**src/rtl/alu_result_buffer.sv**
```systemverilog
// ALU result buffer: captures result bytes with carry, zero and neg flags
// and presents them first-word-fall-through with occupancy statistics.
module alu_result_buffer #(
  parameter int WIDTH = 8,
  parameter int DEPTH = 4,
  localparam int CW = $clog2(DEPTH) + 1
) (
  input  logic             clk,
  input  logic             rst_n,
  input  logic             clear,
  input  logic             in_valid,
  output logic             in_ready,
  input  logic [WIDTH-1:0] in_data,
  input  logic             in_carry,
  output logic             out_valid,
  input  logic             out_ready,
  output logic [WIDTH-1:0] out_data,
  output logic             out_zero,
  output logic             out_neg,
  output logic             out_carry,
  output logic [CW-1:0]    count,
  output logic [CW-1:0]    peak,
  output logic [7:0]       drop_cnt
);

  localparam int AW = $clog2(DEPTH);

  typedef enum logic [1:0] {
    EMPTY,
    PARTIAL,
    FULL
  } occ_e;

  typedef struct packed {
    logic             carry;
    logic             neg;
    logic             zero;
    logic [WIDTH-1:0] data;
  } entry_t;

  entry_t          mem [DEPTH];
  entry_t          head;
  entry_t          wr_entry;
  logic [AW-1:0]   wr_ptr;
  logic [AW-1:0]   rd_ptr;
  logic [CW-1:0]   count_q;
  logic [CW-1:0]   count_d;
  logic [CW-1:0]   peak_q;
  logic [7:0]      drop_q;
  occ_e            state_q;
  occ_e            state_d;
  logic            push;
  logic            pop;

  assign in_ready  = (state_q != FULL);
  assign out_valid = (state_q != EMPTY);
  assign push      = in_valid && in_ready;
  assign pop       = out_valid && out_ready;

  assign wr_entry.carry = in_carry;
  assign wr_entry.neg   = in_data[WIDTH-1];
  assign wr_entry.zero  = (in_data == '0);
  assign wr_entry.data  = in_data;

  // Gate with out_valid so the outputs read 0 while empty or in reset.
  assign head      = out_valid ? mem[rd_ptr] : '0;
  assign out_data  = head.data;
  assign out_zero  = head.zero;
  assign out_neg   = head.neg;
  assign out_carry = head.carry;

  assign count    = count_q;
  assign peak     = peak_q;
  assign drop_cnt = drop_q;

  always_comb begin
    count_d = count_q;
    unique case (1'b1)
      clear:                    count_d = '0;
      !clear && push && !pop:   count_d = count_q + CW'(1);
      !clear && !push && pop:   count_d = count_q - CW'(1);
      default:                  count_d = count_q;
    endcase
  end

  always_comb begin
    state_d = PARTIAL;
    if (count_d == '0)
      state_d = EMPTY;
    else if (count_d == CW'(DEPTH))
      state_d = FULL;
  end

  always_ff @(posedge clk or negedge rst_n) begin
    if (!rst_n) begin
      state_q <= EMPTY;
      count_q <= '0;
      wr_ptr  <= '0;
      rd_ptr  <= '0;
    end else begin
      state_q <= state_d;
      count_q <= count_d;
      if (clear) begin
        wr_ptr <= '0;
        rd_ptr <= '0;
      end else begin
        if (push) wr_ptr <= wr_ptr + AW'(1);
        if (pop)  rd_ptr <= rd_ptr + AW'(1);
      end
    end
  end

  always_ff @(posedge clk or negedge rst_n) begin
    if (!rst_n) begin
      peak_q <= '0;
      drop_q <= '0;
    end else if (clear) begin
      peak_q <= '0;
      drop_q <= '0;
    end else begin
      if (count_d > peak_q) peak_q <= count_d;
      if (in_valid && !in_ready && drop_q != 8'hff)
        drop_q <= drop_q + 8'd1;
    end
  end

  always_ff @(posedge clk) begin
    if (push && !clear) mem[wr_ptr] <= wr_entry;
  end

endmodule

```
**config.mk**
```make
export PLATFORM = sky130hd
export DESIGN_NAME = alu_result_buffer
export DESIGN_NICKNAME = d
export VERILOG_FILES = /design/src/rtl/alu_result_buffer.sv
export SDC_FILE = /design/constraint.sdc
export NUM_CORES = 1
export LEC_CHECK = 0
export ABC_AREA = 1
export BUFFER_PORTS_ARGS = -buffer_cell sky130_fd_sc_hd__buf_4
export CAP_MARGIN = 15
export CELL_PAD_IN_SITES_DETAIL_PLACEMENT = 1
export CELL_PAD_IN_SITES_GLOBAL_PLACEMENT = 2
export CORE_ASPECT_RATIO = 0.7
export CORE_MARGIN = 5
export CORE_UTILIZATION = 38
export DETAILED_ROUTE_END_ITERATION = 8
export PLACE_DENSITY = 0.82
export SLEW_MARGIN = 15
export SYNTH_ARGS = -nofsm -noshare
export SYNTH_HDL_FRONTEND = slang
export SYNTH_SLANG_ARGS = --single-unit
```
**constraint.sdc**
```tcl
create_clock -name clk -period 4.1 [get_ports clk]
set_input_delay 1.025 -clock clk [delete_from_list [all_inputs] [get_ports clk]]
set_output_delay 1.025 -clock clk [all_outputs]
set_load 0.1 [all_outputs]
```
==> results of run 1 <==
-- power by group through the flow --
| stage | registers, mW | clock network (mW) | logic (mW) |
|---|---|---|---|
| after floorplan | 0.975 | 0 | 0.773 |
| after global placement | 0.784 | 0 | 1.22 |
| after detailed placement | 0.786 | 0 | 1.25 |
| after CTS | 0.774 | 0.608 | 1.25 |
| after global routing | 0.783 | 0.640 | 1.32 |
| final | 0.772 | 0.593 | 1.24 |
-- Yosys cell counts (all sizes together) --
master / number / area (um^2)
nand4: 4 / 25.0
edfxtp: 40 / 1200
dfrtp: 20 / 500
and2: 1 / 6.26
nand3: 17 / 105
xor2: 2 / 17.5
nand2: 41 / 169
clkbuf: 5 / 18.8
a21oi: 15 / 75.1
o21ai: 31 / 159
fa: 1 / 20.0
nor3: 2 / 10.0
inv: 32 / 120
buf: 4 / 22.5
nor4: 2 / 12.5
nor2: 55 / 221
o21bai: 1 / 7.51
or2: 1 / 6.26
ha: 8 / 100
xnor2: 1 / 8.76
-- tightest hold or removal path, stage by stage (launching register included) --
cell     delay [ns]
dfrtp_1        0.37
nand2_1        0.06
nand2_1        0.06
-- flip-flops by register name (all words and copies together), names as in the netlist --
register / flops
count: 3
drop_cnt: 8
mem: 40
peak: 3
rd_ptr: 2
state_q: 2
wr_ptr: 2
-- worst paths after layout --
check	endpoint	slack, ns	cells after the start
max in group asynchronous	rd_ptr[1]	3.31	1
min reg2reg	peak[2]	0.52	2
max	out_neg	0.59	4
min in group asynchronous	peak[0]	0.57	1
max reg2reg	peak[2]	1.14	18
min	peak[2]	0.52	2
-- metrics by stage --
step	worst slack [ns]	cells	util [%]
6_report	0.594	432	47.4
5_1_grt	0.360	432	47.4
2_1_floorplan	0.268	283	-
3_5_place_dp	0.677	416	44.4
3_3_place_gp	0.858	416	44.4
4_1_cts	0.530	432	47.4
-- final cells by class --
class / instances / area share [%]
Sequential cell: 60 / 49.4
Multi-Input combinational cell: 182 / 27.4
Timing Repair Buffer: 44 / 9.60
Clock buffer: 9 / 3.60
Tap cell: 98 / 3.56
Inverter: 32 / 3.49
Clock inverter: 7 / 2.91
-- logic make-up after synthesis --
kind of cell,count (synthesis)
compound gates,47
xor+xnor,3
fa+ha+maj,9
buf+inv,41
flops,60
simple gates,123
-- metal layers --
layer  vias up  wire length [um]  global-route usage (%)
li1       1030                 -                       -
met1      1035              3360                    21.3
met2        35              3270                    26.2
met3         8               246                    4.34
met4         0                83                    5.52
met5         -                 0                       0
==> impl_metrics.env, run 1 <==
export IMPL_rr_startpoint="state_q[1]"
export IMPL_portBuffers=40
export IMPL_muxShareOfSynthArea_pct=0
export IMPL_synth_top_family_by_area="simple AND/OR/NAND/NOR gates"
export IMPL_cp_required_ns=3.07
export IMPL_ys_seq_area_share_pct=60.6
export IMPL_finalNetCount=352
export IMPL_routedWlPerCell_um=16.1
export IMPL_multi_input_area_um2=943
export IMPL_critPathMaxStageDelay_ns=0.89
export IMPL_hpwl_um=4930
export IMPL_power_switching_mw=1.28
export IMPL_clk_path_buf_depth=2
export IMPL_hold_start="peak[2]"
export IMPL_p_clk_share_pct=22.8
export IMPL_synthXorXnorAreaFrac_pct=0.936
export IMPL_synth_compound_area_share_pct=8.60
export IMPL_p_seq_share_pct=29.6
export IMPL_power_mw=2.60
export IMPL_setup_violations=0
export IMPL_ir_drop_mv=0.516
export IMPL_swShare_pct=49.2
export IMPL_drtPass1Iterations=4
export IMPL_min_period_over_period_pct=85.5
export IMPL_cts_root_buf="clkbuf_8"
export IMPL_critPathArrivalTime_ns=2.48
export IMPL_synth_seq_cells=60
export IMPL_p_int_mw=1.32
export IMPL_row_count=26
export IMPL_synth_avg_cell_area_um2=9.92
export IMPL_core_area_mm2=0.00725
export IMPL_fmax_mhz=285
export IMPL_area_growth_pct=22.6
export IMPL_ff_latch_area_mm2=0.00170
export IMPL_cts_buffers=9
export IMPL_cap_violations=0
export IMPL_crit_fanout=22
export IMPL_netlist_area_mm2=0.00281
export IMPL_ios=41
export IMPL_drtIter0Drc=77
export IMPL_crit_family="flip-flops"
export IMPL_synth_net_count=306
export IMPL_hold_path_class="reg2reg"
export IMPL_grt_pass1_vias=2225
export IMPL_final_common_cell="nor2_1"
export IMPL_worstPathCellList="inv_1 > o21ai_0 > a21oi_1 > buf_4"
export IMPL_routed_via_density=4.88
export IMPL_slew_violations=0
export IMPL_layout_common_cells="51 x nor2_1, 44 x buf_4, 40 x edfxtp_1, 35 x nand2_1, 31 x inv_1"
export IMPL_cts_resized_gates=0
export IMPL_drive_above_1_share_pct=22.8
export IMPL_cts_sinks=60
export IMPL_slew_headroom_pct=33.7
export IMPL_die_height_um=81.9
export IMPL_path_class="reg2out"
export IMPL_tightest_slew_ns=0.991
export IMPL_synth_simple_area_share_pct=19.8
export IMPL_place_congestion=0.728
export IMPL_cp_end_kind="output port"
export IMPL_drt_wl_total_um=6960
export IMPL_die_w_um=113
export IMPL_ys_types=27
export IMPL_cts_hold_buffers=0
export IMPL_track_usage_pct=16.2
export IMPL_grt_pass1_wl_um=11400
export IMPL_synth_fa_ha_area_share_pct=4.28
export IMPL_power_density_mw_per_mm2=757
export IMPL_num_vias=2108
export IMPL_crit_slowest_cell="dfrtp_1"
export IMPL_pwr_share_comb_pct=47.6
export IMPL_cts_tree="built"
export IMPL_htree_levels=3
export IMPL_grt_start_max_net_pins=23
export IMPL_clk_pin_slew_ns=0.07
export IMPL_placed_area_mm2=0.00322
export IMPL_finalClockSkew_ns=0.00526
export IMPL_crit_path_start="rd_ptr[0]"
export IMPL_clk_latency_ns=0.33
export IMPL_setup_worst_path_start_class="flop"
export IMPL_die_area_mm2=0.00923
export IMPL_antenna_found_initial=0
export IMPL_fin_area_mm2=0.00344
export IMPL_netlist_instances=283
export IMPL_whs_ns=0.520
export IMPL_diodes=0
export IMPL_setup_tns_ns=0
export IMPL_grt_overflow=0
export IMPL_status="finished clean"
export IMPL_leakagePower_nw=1.47
export IMPL_postCtsSetupRepairBufs=0
export IMPL_hold_viol_final=0
export IMPL_rsz0062_at_grt="false"
export IMPL_fillers=837
export IMPL_crit_buf_inv=2
export IMPL_ant_nets=0
export IMPL_drc_errors=0
export IMPL_yosys_warnings=0
export IMPL_initial_utilization_pct=38.7
export IMPL_fin_crit_ns=3.51
Power figures use the tool's default switching activity.
==> run 2: changes to the inputs <==
- GPL_TIMING_DRIVEN: not set -> 0
- HOLD_SLACK_MARGIN: not set -> 0.08
==> impl_metrics.env, run 2 (same netlist as run 1, synthesis figures left out) <==
export IMPL_status="finished clean"
export IMPL_critPathArrivalTime_ns=2.08
export IMPL_met3WireLength_um=308
export IMPL_p_clk_share_pct=19.9
export IMPL_hold_viol_final=0
export IMPL_rr_worst_depth=16
export IMPL_largest_reg_flops=40
export IMPL_p_seq_share_pct=30.0
export IMPL_rr_startpoint="state_q[1]"
export IMPL_die_height_um=81.9
export IMPL_setup_worst_path_start_class="flop"
export IMPL_slew_violations=0
export IMPL_grt_pass1_vias=2243
export IMPL_cap_violations=0
export IMPL_clk_pin_slew_ns=0.07
export IMPL_portBuffers=40
export IMPL_regMostFlops="mem"
export IMPL_row_count=26
export IMPL_setup_violations=0
export IMPL_final_util_pct=47.0
export IMPL_swShare_pct=50.0
export IMPL_postCtsSetupRepairBufs=0
export IMPL_ir_drop_mv=0.460
export IMPL_layout_common_cells="51 x nor2_1, 41 x buf_4, 40 x edfxtp_1, 35 x nand2_1, 31 x inv_1"
export IMPL_drtIter0Drc=75
export IMPL_cts_resized_gates=0
export IMPL_diodes=0
export IMPL_pwr_share_comb_pct=50.2
export IMPL_fin_crit_ns=3.11
export IMPL_met2WireLength_um=3150
export IMPL_fillers=847
export IMPL_cp_required_ns=3.07
export IMPL_hold_start="peak[2]"
export IMPL_clk_latency_ns=0.33
export IMPL_routed_via_density=4.82
export IMPL_track_usage_pct=16.7
export IMPL_fmax_mhz=322
export IMPL_antenna_found_initial=0
export IMPL_tightest_slew_ns=1.08
export IMPL_rsz0062_at_grt="false"
export IMPL_fin_area_mm2=0.00341
export IMPL_hpwl_um=4950
export IMPL_clk_path_buf_depth=2
export IMPL_cts_hold_buffers=0
export IMPL_hold_path_cell_count=2
export IMPL_min_period_over_period_pct=75.7
export IMPL_p_int_mw=1.25
export IMPL_wl_met1_um=3400
export IMPL_drive_above_1_share_pct=21.5
export IMPL_finalClockSkew_ns=0.00762
export IMPL_routedWlPerCell_um=15.8
export IMPL_crit_fanout=10
export IMPL_drt_wl_total_um=6910
export IMPL_power_density_mw_per_mm2=735
export IMPL_drtPass1Iterations=4
export IMPL_top_layer_used="met4"
export IMPL_place_congestion=0.750
export IMPL_holdPathEnd="peak[2]"
export IMPL_cp_end_kind="output port"
export IMPL_final_common_cell="nor2_1"
export IMPL_hold_path_class="reg2reg"
export IMPL_num_vias=2106
export IMPL_cts_sinks=60
export IMPL_grt_pass1_wl_um=11700
export IMPL_ios=41
export IMPL_r2r_slack_ns=1.26
export IMPL_grt_overflow=0
export IMPL_core_area_mm2=0.00725
export IMPL_power_switching_mw=1.25
export IMPL_cts_root_buf="clkbuf_8"
export IMPL_r2r_end="peak[1]"
export IMPL_grt_start_max_net_pins=21
export IMPL_path_class="reg2out"
export IMPL_ant_nets=0
export IMPL_placed_area_mm2=0.00323
export IMPL_die_area_mm2=0.00923
export IMPL_drc_errors=0
export IMPL_setup_tns_ns=0
export IMPL_finalNetCount=357
export IMPL_cts_tree="built"
export IMPL_htree_levels=3
export IMPL_leakagePower_nw=1.45
export IMPL_area_growth_pct=21.6
export IMPL_initial_utilization_pct=38.7
export IMPL_slew_headroom_pct=28.0
export IMPL_die_w_um=113
export IMPL_cts_buffers=9
==> run 2: layer usage <==
metal,vias to the layer above,track usage (%)
met5,-,0
met4,0,3.24
met1,1026,23.0
met3,5,5.67
li1,1042,-
met2,33,26.1
==> run 2: final cells by class <==
cell class / instances / area (um^2) / area share [%]
buffer: 9 / 41.3 / 1.21
clock buffer: 10 / 128 / 3.74
clock inverter: 6 / 55.1 / 1.61
inverter: 32 / 120 / 3.52
multi-input combinational: 182 / 943 / 27.6
sequential: 60 / 1700 / 49.9
tap: 98 / 123 / 3.59
timing repair buffer: 40 / 300 / 8.80
==> run 2: through the flow <==
step / setup WS [ns] / hold WS, ns / instances / total power, mW
finish: 0.995 / 0.512 / 437 / 2.51
CTS: 1.00 / 0.517 / 437 / 2.54
global placement: 0.734 / 0.499 / 421 / 2.02
detailed placement: 0.674 / 0.499 / 421 / 2.03
floorplan: 0.268 / 0.514 / 283 / 1.75
global route: 0.794 / 0.551 / 437 / 2.66
==> run 2: how the worst max path moves through the flow <==
stage / from / end / slack (ns)
floorplan: rd_ptr[0] / out_data[7] / 0.27
CTS: rd_ptr[0] / out_data[7] / 1.00
finish: rd_ptr[0] / out_data[7] / 0.99
global route: out_ready / peak[1] / 0.79
global placement: out_ready / peak[0] / 0.73
detailed placement: out_ready / peak[0] / 0.67
==> run 2: worst max-delay path, stage by stage (launching register included) <==
cell and delay, ns:
dfrtp_1 0.42, inv_1 0.09, clkbuf_1 0.43, o21ai_0 0.18, a21oi_1 0.22, buf_4 0.13, buf_4 0.27
==> run 2: power by group through the flow <==
stage	Sequential (mW)	Clock [mW]	Combinational, mW
floorplan	0.975	0	0.773
global placement	0.764	0	1.25
detailed placement	0.764	0	1.27
CTS	0.753	0.511	1.27
global route	0.761	0.544	1.36
finish	0.752	0.498	1.26
==> run 3: changes to the inputs <==
- ABC_AREA: 1 -> 0
- CORE_UTILIZATION: 38 -> 35
- PLACE_DENSITY: 0.82 -> 0.73
- clock period: 4.1 -> 2.7 ns (I/O delays scaled with it)
==> impl_metrics.env, run 3 <==
export IMPL_routed_via_density=4.98
export IMPL_slew_violations=0
export IMPL_synth_avg_cell_area_um2=13.6
export IMPL_fmax_mhz=339
export IMPL_htree_levels=3
export IMPL_hpwl_um=4540
export IMPL_violations="negative setup slack"
export IMPL_yosysMostFrequentCell="edfxtp_1"
export IMPL_finalNetCount=293
export IMPL_instances_no_fill=376
export IMPL_synth_area_top_cells="edfxtp_1 42%, dfrtp_1 17%, mux4_2 7.9%, ha_1 3.5%, and2_1 3.3%"
export IMPL_drt_wl_total_um=6520
export IMPL_crit_buf_inv=0
export IMPL_whs_ns=0.230
export IMPL_drive_above_1_share_pct=39.6
export IMPL_yosys_warnings=0
export IMPL_layout_setup_ws_ns=-0.252
export IMPL_power_switching_mw=1.56
export IMPL_cts_sinks=60
export IMPL_cp_required_ns=2.96
export IMPL_power_density_mw_per_mm2=1030
export IMPL_drtPass1Iterations=4
export IMPL_synth_edff_count=40
export IMPL_setup_worst_path_start_class="flop"
export IMPL_regMostFlops="mem"
export IMPL_core_area_mm2=0.00791
export IMPL_critPathMaxStageDelay_ns=0.42
export IMPL_synth_top_area_cell="edfxtp_1"
export IMPL_place_congestion=0.716
export IMPL_clk_pin_slew_ns=0.05
export IMPL_ys_flop_type="edfxtp_1"
export IMPL_initial_utilization_pct=36.2
export IMPL_routedWlPerCell_um=17.3
export IMPL_portBuffers=39
export IMPL_ant_nets=0
export IMPL_antenna_found_initial=0
export IMPL_num_vias=1874
export IMPL_synth_top_cell_area_share_pct=42.0
export IMPL_min_period_over_period_pct=109
export IMPL_rr_startpoint="state_q[0]"
export IMPL_finalClockSkew_ns=0.00432
export IMPL_grt_pass1_vias=2009
export IMPL_area_growth_pct=31.7
export IMPL_ys_types=50
export IMPL_die_area_mm2=0.0101
export IMPL_hold_path_class="in2async"
export IMPL_die_w_um=118
export IMPL_dp_cells=350
export IMPL_row_count=27
export IMPL_setup_violations=3
export IMPL_async_flop_share_pct=33.3
export IMPL_crit_family="simple AND/OR/NAND/NOR gates"
export IMPL_crit_path_start="state_q[0]"
export IMPL_critPathArrivalTime_ns=3.21
export IMPL_power_mw=3.89
export IMPL_netlist_top_cells_count="40 x edfxtp_1, 20 x dfrtp_1, 19 x nor2_1"
export IMPL_crit_slowest_cell="or3_4"
export IMPL_grt_overflow=0
export IMPL_p_int_mw=2.33
export IMPL_cap_violations=0
export IMPL_clk_latency_ns=0.33
export IMPL_final_common_cell="buf_4"
export IMPL_cts_root_buf="clkbuf_16"
export IMPL_path_class="reg2reg"
export IMPL_crit_fanout=4
export IMPL_leakagePower_nw=1.49
export IMPL_path_common_cell="nand2_4"
export IMPL_synth_net_count=233
export IMPL_synth_seq_cells=60
export IMPL_die_height_um=85.7
export IMPL_p_seq_share_pct=28.8
export IMPL_tightest_slew_ns=0.558
export IMPL_netlist_area_mm2=0.00286
export IMPL_netlist_instances=210
export IMPL_rsz0062_at_grt="true"
export IMPL_track_usage_pct=13.6
export IMPL_cp_end_kind="flop"
export IMPL_drc_errors=0
export IMPL_fin_crit_ns=2.95
export IMPL_pwr_share_comb_pct=43.3
export IMPL_cts_tree="built"
export IMPL_worstPathCellList="or2_4 > nand2_4 > a211oi_4 > fa_2 > nand2_1 > a21oi_1 > or3_4 > nand2_4 > ha_4 > and3_4 > a211o_1 > or3_1 > nand4_1"
export IMPL_largest_reg_flops=40
export IMPL_ios=41
export IMPL_p_clk_share_pct=27.9
export IMPL_swShare_pct=40.1
export IMPL_status="finished with violations"
export IMPL_ys_seq_area_share_pct=59.5
export IMPL_grt_start_max_net_pins=21
export IMPL_drtIter0Drc=74
export IMPL_layout_common_cells="51 x buf_4, 40 x edfxtp_1, 17 x nor2_1, 17 x dfrtp_1, 15 x and2_1"
export IMPL_cts_buffers=9
export IMPL_diodes=0
export IMPL_ir_drop_mv=0.587
export IMPL_clk_path_buf_depth=2
export IMPL_slew_headroom_pct=62.8
export IMPL_grt_pass1_wl_um=10600
export IMPL_hold_viol_final=0
run 3: worst reg2reg max path, cell delays in order, from the launching register on:
cell      delay [ns]
dfrtp_1         0.40
or2_4           0.25
nand2_4         0.09
a211oi_4        0.05
fa_2            0.38
nand2_1         0.07
a21oi_1         0.09
or3_4           0.42
nand2_4         0.10
ha_4            0.20
and3_4          0.19
a211o_1         0.22
or3_1           0.31
nand4_1         0.10
run 3: stage by stage:
step | TNS [ns] | cell area (um^2) | utilization (%) | setup slack [ns]
global route | -0.948 | 3770 | 47.7 | -0.352
global placement | -1.99 | 3340 | 42.3 | -0.740
detailed placement | -2.20 | 3340 | 42.3 | -0.786
finish | -0.536 | 3770 | 47.7 | -0.252
CTS | -0.640 | 3730 | 47.2 | -0.251
floorplan | -1.03 | 2920 | - | -0.315
run 3: power groups by stage:
stage	logic (mW)	clock network, mW	registers [mW]
2_1_floorplan	0.957	0	1.34
3_3_place_gp	1.47	0	1.13
3_5_place_dp	1.48	0	1.13
4_1_cts	1.65	1.11	1.12
5_1_grt	1.79	1.16	1.13
6_report	1.68	1.09	1.12
run 3: worst paths after layout:
kind / slack [ns] / depth (start not counted) / endpoint
max in group asynchronous: 2.22 / 1 / count[0]
min reg2reg: 0.58 / 2 / wr_ptr[1]
max: -0.25 / 13 / peak[2]
min in group clk: 0.55 / 1 / mem[2][10]
min: 0.23 / 1 / rd_ptr[1]
max reg2reg: -0.25 / 13 / peak[2]
run 3: logic make-up (layout without fill, tap and decap cells):
| family | Yosys count | in the layout | share of synthesized area, % |
|---|---|---|---|
| flops | 60 | 60 | 59.5 |
| compound gates | 24 | 24 | 5.99 |
| xor+xnor | 7 | 7 | 2.14 |
| buf+inv | 16 | 81 | 2.84 |
| simple gates | 79 | 79 | 15.5 |
| mux | 15 | 15 | 9.84 |
| fa+ha+maj | 9 | 9 | 4.20 |
run 3: area by class of cell:
| cell class | instances | area, um^2 |
|---|---|---|
| multi-input cells | 134 | 1160 |
| repair buffers | 50 | 383 |
| well taps | 101 | 126 |
| clock inverters | 5 | 52.6 |
| fillers | 808 | 4140 |
| clock buffers | 11 | 233 |
| inverters | 7 | 26.3 |
| flip-flops and latches | 60 | 1710 |
| plain buffers | 8 | 80.1 |
run 3: per-layer routing:
layer | track usage, % | wire (um)
met1 | 17.6 | 3080
met2 | 21.0 | 3050
met3 | 5.14 | 292
met4 | 5.31 | 100
met5 | 0 | 0
run 3: repair_timing:
action | 4_1_cts | 5_1_grt
setup endpoints to repair | 4 | 4
setup buffers | 10 | 1
hold buffers | 0 | 0
pin swaps | 13 | 2
hold endpoints to repair | 0 | 0
gates resized for setup | 12 | 7
